[config.mk]
export PLATFORM = sky130hd
export DESIGN_NAME = stall_ctrl_flat
export DESIGN_NICKNAME = d
export VERILOG_FILES = /design/src/rtl/stall_ctrl_if.sv /design/src/rtl/stall_ctrl.sv /design/src/flat_wrapper.sv
export SDC_FILE = /design/constraint.sdc
export NUM_CORES = 1
export LEC_CHECK = 0
export ABC_AREA = 0
export CORE_UTILIZATION = 55
export DETAILED_ROUTE_END_ITERATION = 8
export DONT_BUFFER_PORTS = 1
export MAX_ROUTING_LAYER = met4
export PLACE_DENSITY = 0.68
export SLEW_MARGIN = 15
export SYNTH_ARGS = -nofsm -noshare
export SYNTH_HDL_FRONTEND = slang
export SYNTH_SLANG_ARGS = --single-unit
export TNS_END_PERCENT = 100
[constraint.sdc]
create_clock -name clk -period 3 [get_ports clk]
set_clock_uncertainty 0.05 [all_clocks]
set_input_delay 0.45 -clock clk [delete_from_list [all_inputs] [get_ports clk]]
set_output_delay 0.45 -clock clk [all_outputs]
set_load 0.01 [all_outputs]
[src/rtl/stall_ctrl_if.sv]
// Pipeline-control bundle between the stage logic and stall_ctrl.
// master: pipeline side (drives stall requests, divider status, exception info).
// slave : the controller (drives stall vector, flush/redirect, divider handshake).
interface stall_ctrl_if;
  logic        stallreq_from_if;
  logic        stallreq_from_id;
  logic        stallreq_from_ex;
  logic        stallreq_from_mem;
  logic        div_req;
  logic        div_ready;
  logic        div_start;
  logic        div_cancel;
  logic [31:0] excepttype;
  logic [31:0] cp0_epc;
  logic [5:0]  stall;
  logic        flush;
  logic [31:0] new_pc;
  logic        stall_timeout;
  logic [31:0] perf_stall_cnt;

  modport master (
    output stallreq_from_if, stallreq_from_id, stallreq_from_ex, stallreq_from_mem,
    output div_req, div_ready, excepttype, cp0_epc,
    input  div_start, div_cancel, stall, flush, new_pc, stall_timeout, perf_stall_cnt
  );

  modport slave (
    input  stallreq_from_if, stallreq_from_id, stallreq_from_ex, stallreq_from_mem,
    input  div_req, div_ready, excepttype, cp0_epc,
    output div_start, div_cancel, stall, flush, new_pc, stall_timeout, perf_stall_cnt
  );
endinterface

[src/rtl/stall_ctrl.sv]
// Central pipeline controller: stall vector, exception flush/redirect,
// divider start/ready/cancel sequencing and a sticky stall watchdog.
// Optional stall-cycle performance counter enabled by `define CTRL_PERF_CNT_EN.
module stall_ctrl #(
  parameter logic [31:0] EXC_BASE    = 32'h0000_0020,
  parameter int unsigned STALL_LIMIT = 16
) (
  input  logic        clk,
  input  logic        rst,
  stall_ctrl_if.slave bus
);

  localparam logic [31:0] ERET_CODE = 32'h0000_000e;
  localparam logic [15:0] LIMIT     = 16'(STALL_LIMIT);

  typedef enum logic [1:0] {
    DIV_IDLE,
    DIV_BUSY,
    DIV_DONE
  } div_state_e;

  div_state_e  div_state_q, div_state_d;
  logic        div_stall;
  logic        div_start;
  logic        div_cancel;
  logic        flush;
  logic [31:0] new_pc;
  logic [5:0]  stall_vec;
  logic [15:0] wd_cnt_q, wd_cnt_d;
  logic        timeout_q, timeout_d;

  // Exception decode: any nonzero code flushes; ERET returns to EPC.
  always_comb begin
    flush  = |bus.excepttype;
    new_pc = '0;
    if (flush) begin
      new_pc = (bus.excepttype == ERET_CODE) ? bus.cp0_epc : EXC_BASE;
    end
  end

  // Divider handshake next-state and pulses.
  always_comb begin
    div_state_d = div_state_q;
    div_start   = 1'b0;
    div_cancel  = 1'b0;
    div_stall   = 1'b0;
    unique case (div_state_q)
      DIV_IDLE: begin
        if (bus.div_req && !flush) begin
          div_start   = 1'b1;
          div_stall   = 1'b1;
          div_state_d = DIV_BUSY;
        end
      end
      DIV_BUSY: begin
        div_stall = 1'b1;
        // Cancel wins over a same-cycle ready: the instruction is gone.
        if (!bus.div_req || flush) begin
          div_cancel  = 1'b1;
          div_state_d = DIV_IDLE;
        end else if (bus.div_ready) begin
          div_state_d = DIV_DONE;
        end
      end
      DIV_DONE: begin
        div_state_d = DIV_IDLE;
      end
      default: begin
        div_state_d = DIV_IDLE;
      end
    endcase
  end

  // Stall vector, highest-priority request first; flush forces all-go.
  always_comb begin
    stall_vec = '0;
    if (!flush) begin
      if (bus.stallreq_from_mem) begin
        stall_vec = 6'b011111;
      end else if (bus.stallreq_from_ex || div_stall) begin
        stall_vec = 6'b001111;
      end else if (bus.stallreq_from_id) begin
        stall_vec = 6'b000111;
      end else if (bus.stallreq_from_if) begin
        stall_vec = 6'b000011;
      end
    end
  end

  // Watchdog: saturating run-length of PC stalls, sticky timeout flag.
  always_comb begin
    wd_cnt_d = '0;
    if (stall_vec[0]) begin
      wd_cnt_d = (wd_cnt_q == LIMIT) ? wd_cnt_q : wd_cnt_q + 16'd1;
    end
    timeout_d = timeout_q | (wd_cnt_d == LIMIT);
  end

  // State registers.
  always_ff @(posedge clk or negedge rst) begin
    if (!rst) begin
      div_state_q <= DIV_IDLE;
      wd_cnt_q    <= '0;
      timeout_q   <= 1'b0;
    end else begin
      div_state_q <= div_state_d;
      wd_cnt_q    <= wd_cnt_d;
      timeout_q   <= timeout_d;
    end
  end

`ifdef CTRL_PERF_CNT_EN
  logic [31:0] perf_q, perf_d;

  // Free-running stall-cycle counter; wraps naturally.
  always_comb begin
    perf_d = perf_q + {31'd0, stall_vec[0]};
  end

  // Performance counter register.
  always_ff @(posedge clk or negedge rst) begin
    if (!rst) begin
      perf_q <= '0;
    end else begin
      perf_q <= perf_d;
    end
  end

  assign bus.perf_stall_cnt = perf_q;
`else
  assign bus.perf_stall_cnt = '0;
`endif

  assign bus.stall         = stall_vec;
  assign bus.flush         = flush;
  assign bus.new_pc        = new_pc;
  assign bus.div_start     = div_start;
  assign bus.div_cancel    = div_cancel;
  assign bus.stall_timeout = timeout_q;

endmodule
[src/flat_wrapper.sv]
// flat-port wrapper written by rule: the top's interface ports become plain ports
module stall_ctrl_flat 
#(
  parameter logic [31:0] EXC_BASE    = 32'h0000_0020,
  parameter int unsigned STALL_LIMIT = 16
)
  (clk, rst, bus_stallreq_from_if, bus_stallreq_from_id, bus_stallreq_from_ex, bus_stallreq_from_mem, bus_div_req, bus_div_ready, bus_excepttype, bus_cp0_epc, bus_div_start, bus_div_cancel, bus_stall, bus_flush, bus_new_pc, bus_stall_timeout, bus_perf_stall_cnt);
  stall_ctrl_if bus_i ();
  input  logic clk;
  input  logic rst;
  input wire logic [$bits(bus_i.stallreq_from_if)-1:0] bus_stallreq_from_if;
  input wire logic [$bits(bus_i.stallreq_from_id)-1:0] bus_stallreq_from_id;
  input wire logic [$bits(bus_i.stallreq_from_ex)-1:0] bus_stallreq_from_ex;
  input wire logic [$bits(bus_i.stallreq_from_mem)-1:0] bus_stallreq_from_mem;
  input wire logic [$bits(bus_i.div_req)-1:0] bus_div_req;
  input wire logic [$bits(bus_i.div_ready)-1:0] bus_div_ready;
  input wire logic [$bits(bus_i.excepttype)-1:0] bus_excepttype;
  input wire logic [$bits(bus_i.cp0_epc)-1:0] bus_cp0_epc;
  output wire logic [$bits(bus_i.div_start)-1:0] bus_div_start;
  output wire logic [$bits(bus_i.div_cancel)-1:0] bus_div_cancel;
  output wire logic [$bits(bus_i.stall)-1:0] bus_stall;
  output wire logic [$bits(bus_i.flush)-1:0] bus_flush;
  output wire logic [$bits(bus_i.new_pc)-1:0] bus_new_pc;
  output wire logic [$bits(bus_i.stall_timeout)-1:0] bus_stall_timeout;
  output wire logic [$bits(bus_i.perf_stall_cnt)-1:0] bus_perf_stall_cnt;
  assign bus_i.stallreq_from_if = bus_stallreq_from_if;
  assign bus_i.stallreq_from_id = bus_stallreq_from_id;
  assign bus_i.stallreq_from_ex = bus_stallreq_from_ex;
  assign bus_i.stallreq_from_mem = bus_stallreq_from_mem;
  assign bus_i.div_req = bus_div_req;
  assign bus_i.div_ready = bus_div_ready;
  assign bus_i.excepttype = bus_excepttype;
  assign bus_i.cp0_epc = bus_cp0_epc;
  assign bus_div_start = bus_i.div_start;
  assign bus_div_cancel = bus_i.div_cancel;
  assign bus_stall = bus_i.stall;
  assign bus_flush = bus_i.flush;
  assign bus_new_pc = bus_i.new_pc;
  assign bus_stall_timeout = bus_i.stall_timeout;
  assign bus_perf_stall_cnt = bus_i.perf_stall_cnt;
  stall_ctrl #(.EXC_BASE(EXC_BASE), .STALL_LIMIT(STALL_LIMIT)) u_core (.clk(clk), .rst(rst), .bus(bus_i));
endmodule
==> results.cfg, run 1 <==
[global_route]
track_usage_pct = 24.6
grt_overflow_total = 0
first_global_vias = 1191
grt_max_degree = 32
antenna_found_initial = 0
grt_pass1_wl_um = 5950

[pwr]
leakage_nw = 0.698
p_comb_share_pct = 7.4
switchingPower_w = 0.0000999
clkPwrFrac_pct = 30.4
vdd_drop_max_uv = 110
switching_share_pct = 24.3
internal-power_w = 0.000312
p_per_area_nw_per_um2 = 250
seq_power_share_pct = 62.2

[hold_path]
min_path_type = in -> reg

[placement]
placed_area_um2 = 1610
hpwl_um = 3440
portBuffers = 0
routabilityCongestion = 0.865

[worst_setup_path]
endpoint_kind = output pin
cp_max_fo = 31
worstSetupPathType = in -> out
timing.reg2reg.setup_slack_ns = 0.85
start_kind = input pin
crit_chain = nor4_1 > nand4_1 > nor3_2 > buf_4 > and2_1
path_buf_inv = 1
cp_top_family = simple AND/OR/NAND/NOR gates
cp_slowest_cell = nor4_1
cp.required_ns = 2.50
max_stage_delay_ns = 0.27
cp_data_arrival_time_ns = 1.71

[final_layout]
fillers = 270
diodes = 0
multi_input_area_um2 = 1050
drive_gt1_share_pct = 5.66
nets = 287
syn_to_final_growth_pct = -4.44
final_cell_area_um2 = 1640
final_cell_mix = and2_1 (33), conb_1 (33), nor2_1 (26), dfrtp_1 (19), xnor2_1 (11)
regArea_um2 = 475

[timing]
fmax_mhz = 453
grt_setup_unrepaired = false
min_period_ns = 2.21
relSlewSlack_pct = 43.8
final.setup.tns_ns = 0
hold_viol_final = 0
maxSlewViolCount = 0
setup_viol = 0
post-route-period-util_pct = 73.6
tightest_slew_ns = 0.841
hold_slack_ns = 0.190

[cts]
cts_root_buf = clkbuf_4
h-tree-depth = 1
clkLatencyLatePin_ns = 0.29
clock-sinks = 19
cts_max_path_buffers = 2
cts_tree = built
cts_resized = 0
cts_buffers = 3
clk_pin_slew_ns = 0.10

[floorplan]
rows = 19
io_pins = 146
dieArea_um2 = 3350
initial_core_util_pct = 60.3
core_area_um2 = 2850
chipWidth_um = 57.9
fp.dieH_um = 57.9

[logic_synthesis]
netlist_instances = 214
ys_types = 39
ys_seq_area_share_pct = 27.7
yosysWarnings = 0
syn_area_per_cell_um2 = 8.03
synth_area_um2 = 1720
synth_seq_cells = 19

[drt]
via_per_inst = 5.60
wirelength_met1_um = 1850
drt_wl_total_um = 4060
initialDrtViolationCount = 74
routed.top_layer = met4
met3_wirelength_um = 196
drc = 4
wire_per_inst_um = 16.7
wl_met2_um = 1980
final_antenna_net_count = 0
drt_pass1_iterations = 6
vias = 1361

[run_status]
status = finished, violations left
violations = design-rule violations

[flow_run]
max_cap_violations = 0
[Yosys cell counts (all sizes together)]
library cell   n  area (um^2)
buf           37          277
and2          33          206
nor2          26         97.6
dfrtp         19          475
xnor2         11         96.3
nor4          10         77.6
inv            8         30.0
nand3          8         40.0
nand2          7         26.3
nor3           7         40.0
nand4          6         37.5
xor2           5         43.8
clkbuf         4         15.0
o21ai          4         20.0
a21oi          3         15.0
and3           3         20.0
or3            3         18.8
and4           2         17.5
ha             2         25.0
nand2b         2         12.5
nor4b          2         23.8
a2111oi        1         15.0
a211oi         1         7.51
a21boi         1         7.51
a21o           1         7.51
conb           1         3.75
mux2i          1         10.0
nand3b         1         7.51
nor2b          1         6.26
nor3b          1         7.51
o22ai          1         6.26
o2bb2ai        1         8.76
o41ai          1         16.3
[path summary, 6_finish.rpt]
check / to / from / cells after the start
worst max-delay path: bus_new_pc[3] / bus_excepttype[9] / 5
worst min-delay path: u_core.div_state_q[0] / bus_div_ready / 1
worst max register to register: u_core.bus.stall_timeout / u_core.wd_cnt_q[0] / 7
worst min register to register: u_core.div_state_q[0] / u_core.div_state_q[0] / 1
max in group asynchronous: u_core.bus.stall_timeout / rst / 1
min in group asynchronous: u_core.wd_cnt_q[14] / rst / 1
[power by group through the flow]
stage	Combinational (W)	Sequential (W)	Clock [W]
floorplan	0.0000547	0.000261	0
global route	0.0000349	0.000256	0.000141
finish	0.0000304	0.000256	0.000125
CTS	0.0000296	0.000256	0.000130
global placement	0.0000234	0.000261	0
detailed placement	0.0000235	0.000261	0
[final cells by class]
class	count	share of cell area, %
well taps	31	2.36
inverters	8	1.83
clock buffers	4	1.60
repair buffers	3	1.52
multi-input cells	178	63.7
flip-flops and latches	19	28.9
[routing by layer]
layer / GRT usage, % / up-vias
li1: - / 644
met1: 35.4 / 644
met2: 36.6 / 71
met3: 2.23 / 2
met4: 7.48 / 0
met5: - / -
[per-stage QoR]
| stage | utilization, % | instances | setup slack (ns) | total power, W |
|---|---|---|---|---|
| final | 57.6 | 243 | 0.792 | 0.000411 |
| after global routing | 57.6 | 243 | 0.582 | 0.000432 |
| after CTS | 57.6 | 243 | 0.766 | 0.000415 |
| after detailed placement | 56.3 | 238 | 0.780 | 0.000285 |
| after global placement | 56.3 | 238 | 0.807 | 0.000284 |
| after floorplan | - | 246 | 0.679 | 0.000316 |
[flip-flops by register name, summed over array words and instances, names as in the netlist]
| register | count |
|---|---|
| u_core.wd_cnt_q | 16 |
| u_core.bus.stall_timeout | 1 |
| u_core.div_state_q | 2 |
[repair_timing]
action                    CTS  global route
buffers inserted            0             0
hold buffers                1             0
hold endpoints to repair   19             0
[kinds of logic (layout without fill, tap and decap cells)]
kind of cell               Yosys count  after routing  share of synthesized area (%)
AOI/OAI and AO/OA                   14             14                           6.04
xor gates and xnor gates            16             16                           8.15
adders and majority gates            2              2                           1.46
buffers and inverters               49             15                           18.7
DFF                                 19             19                           27.7
muxes                                1              1                          0.582
other                                1             33                          0.218
and+or+nand+nor                    112            112                           37.2
No activity file was read; power rests on OpenSTA's default activity.
==> run 2, diff against run 1 <==
Settings changed: ABC_AREA 0 to 1, PLACE_DENSITY 0.68 to 0.71.
Clock period 3 ns to 1.9 ns, I/O delays scaled along.
==> run 2 against run 1 <==
Effect of this change:
- the run now ends clean
- highest routed layer unchanged
- routed wire length up 1.2%
- synthesized cell count up 43%
- combinational power increased by 120%
- critical endpoint is now bus_new_pc[26]
- clock-buffer cell count down 1
==> results.cfg, run 2 <==
[timing]
post-route-period-util_pct = 97.2
tightest_slew_ns = 0.841
postLayoutSetupSlackWorst_ns = 0.0530
relSlewSlack_pct = 43.8
hold_viol_final = 0
hold_slack_ns = 0.0161
fmax_mhz = 541
min_period_ns = 1.85
maxSlewViolCount = 0
setup_viol = 0
grt_setup_unrepaired = true

[logic_synthesis]
synth.area.mux_share_pct = 0
synthAdderAreaFrac_pct = 1.28
async_flop_share_pct = 100
synth_edf_count = 0
yosysMostFrequentCell = nor2_1
synth_xor_area_share_pct = 5.36
syn_area_per_cell_um2 = 6.38
synthTopCellsByCount = nor2_1 (75), inv_1 (61), nand2_1 (39), buf_4 (34), dfrtp_1 (19)
ys_seq_area_share_pct = 24.3
synth_simple_gate_area_share_pct = 37.1
yosys.area.top_type = dfrtp_1
synth_top_family_by_area = simple AND/OR/NAND/NOR gates
synth_area_leaders = dfrtp_1 (24%), nor2_1 (14%), buf_4 (13%)
netlist_instances = 307
ys.flop_type = dfrtp_1
synth_area_um2 = 1960
synth_top_area_share_pct = 24.3
synth_seq_cells = 19
synth_compound_gate_area_share_pct = 4.92
yosysWarnings = 0
ys_types = 31

[worst_setup_path]
timing.critical_path.mode_cell = nor2_1
timing.rr.end = u_core.bus.stall_timeout
cp.required_ns = 1.56
crit_chain = nor2_1 > nand2_1 > or4_1 > nor4_2 > bufinv_8 > nor2_1
worstSetupPathType = in -> out
endpoint_kind = output pin
r2r_start = u_core.wd_cnt_q[1]
cp_data_arrival_time_ns = 1.51
rr_worst_depth = 10
cp_slowest_cell = or4_1
timing.reg2reg.setup_slack_ns = 0.09
start_kind = input pin
max_stage_delay_ns = 0.41
cp_max_fo = 32

[drt]
vias = 1743
via_per_inst = 4.88
initialDrtViolationCount = 66
drc = 0
wire_per_inst_um = 11.5
drt_wl_total_um = 4110
final_antenna_net_count = 0
drt_pass1_iterations = 4

[final_layout]
top_register = u_core.wd_cnt_q
drive_gt1_share_pct = 12.2
diodes = 0
final_cell_mix = nor2_1 (71), inv_1 (61), nand2_1 (39), conb_1 (33), dfrtp_1 (19)
syn_to_final_growth_pct = 2.36
mostFrequentLayoutCell = nor2_1
largest_reg_flops = 16
regArea_um2 = 475
multi_input_area_um2 = 1140
fillers = 333
nets = 386

[placement]
routabilityCongestion = 0.879
hpwl_um = 3310
pre_cts_slack_ns = 0.0109
portBuffers = 0

[pwr]
p_comb_share_pct = 10.0
internal-power_w = 0.000497
switchingPower_w = 0.000182
leakage_nw = 1.05
p_per_area_nw_per_um2 = 338
vdd_drop_max_uv = 290
seq_power_share_pct = 59.6
switching_share_pct = 26.8
clkPwrFrac_pct = 30.4

[cts]
h-tree-depth = 1
cts_max_path_buffers = 2
clock-sinks = 19
cts_buffers = 3
cts_tree = built
clk_pin_slew_ns = 0.10
clkLatencyLatePin_ns = 0.30
cts_root_buf = clkbuf_4

[floorplan]
dieArea_um2 = 3810
chipWidth_um = 61.7
core_area_um2 = 3360
initial_core_util_pct = 58.3
io_pins = 146
rows = 21
fp.dieH_um = 61.7

[global_route]
track_usage_pct = 23.9
antenna_found_initial = 0
grt_overflow_total = 0
grt_max_degree = 33
first_global_vias = 1506
grt_pass1_wl_um = 6510

[run_status]
status = completed

[hold_path]
whs_path_depth = 1
min_from = bus_div_ready
min_to = u_core.div_state_q[0]
min_path_type = in -> reg

[flow_run]
max_cap_violations = 0
## run 2: changes by cell type after synthesis, moves of 3 or more
cell / previous run / this run
inv_1: 8 / 61
nor2_1: 26 / 75
and2_1: 33 / 0
nand2_1: 7 / 39
xnor2_1: 11 / 1
nor4_1: 9 / 1
o21ai_1: 0 / 6
xor2_1: 5 / 11
clkbuf_1: 4 / 0
nand2_2: 0 / 3
o21ai_2: 0 / 3
or3_1: 3 / 0
## run 2: power groups by stage
| stage | logic, W | registers (W) | clock network, W |
|---|---|---|---|
| after detailed placement | 0.0000568 | 0.000412 | 0 |
| final | 0.0000677 | 0.000404 | 0.000206 |
| after floorplan | 0.000103 | 0.000412 | 0 |
| after CTS | 0.0000672 | 0.000404 | 0.000223 |
| after global routing | 0.0000830 | 0.000404 | 0.000233 |
| after global placement | 0.0000570 | 0.000412 | 0 |
## run 2: critical path, delay by kind of cell
family | cells | cell delay [ns]
buffers and inverters | 1 | 0.27
AND/OR/NAND/NOR | 5 | 0.94
## run 2: layout make-up
cell class	instances	share of cell area (%)
Clock buffer	3	1.12
Timing Repair Buffer	7	2.74
Clock inverter	1	0.250
Tap cell	46	2.87
Multi-Input combinational cell	217	56.6
Sequential cell	19	23.7
Inverter	64	12.7
## run 2: what timing repair did
action,in CTS,in global routing
hold endpoints to repair,19,0
hold buffers,1,0
resized for setup,1,15
endpoints found under the setup margin,2,33
pin swaps,1,7
buffers inserted,1,1
## run 2: worst max-delay path by stage
stage | startpoint | to | slack, ns | depth (start not counted)
2_1_floorplan | bus_excepttype[7] | bus_new_pc[0] | 0.16 | 7
3_3_place_gp | bus_excepttype[7] | bus_new_pc[30] | 0.03 | 6
3_5_place_dp | bus_excepttype[5] | bus_new_pc[30] | 0.01 | 6
4_1_cts | bus_excepttype[5] | bus_new_pc[30] | 0.008 | 6
5_1_grt | u_core.wd_cnt_q[1] | u_core.bus.stall_timeout | -0.05 | 11
6_report | bus_excepttype[5] | bus_new_pc[26] | 0.05 | 6
## run 2: routing by layer
layer  vias up  global-route usage, %  part of all wire (%)
met5         -                      -                     0
met4         0                   3.81                  0.66
li1        860                      -                     -
met1       772                   30.7                    43
met2       107                   39.6                    48
met3         4                   4.41                   8.3
## run 2: per-stage QoR
stage	utilization [%]	total power, W	TNS (ns)	std cells	area (um^2)
final	59.6	0.000678	0	357	2010
after global routing	59.6	0.000720	-0.846	357	2010
after CTS	57.5	0.000695	0	356	1930
after detailed placement	55.9	0.000469	0	350	1880
after global placement	55.9	0.000469	0	350	1880
after floorplan	-	0.000516	0	339	2080
## run 2: cells by family (layout without fill, tap and decap cells)
logic type,after synthesis,count (layout)
fa+ha+maj,2,2
flops,19,19
compound gates,17,17
simple gates,153,153
other cells,1,33
buf+inv,103,75
xor+xnor,12,12
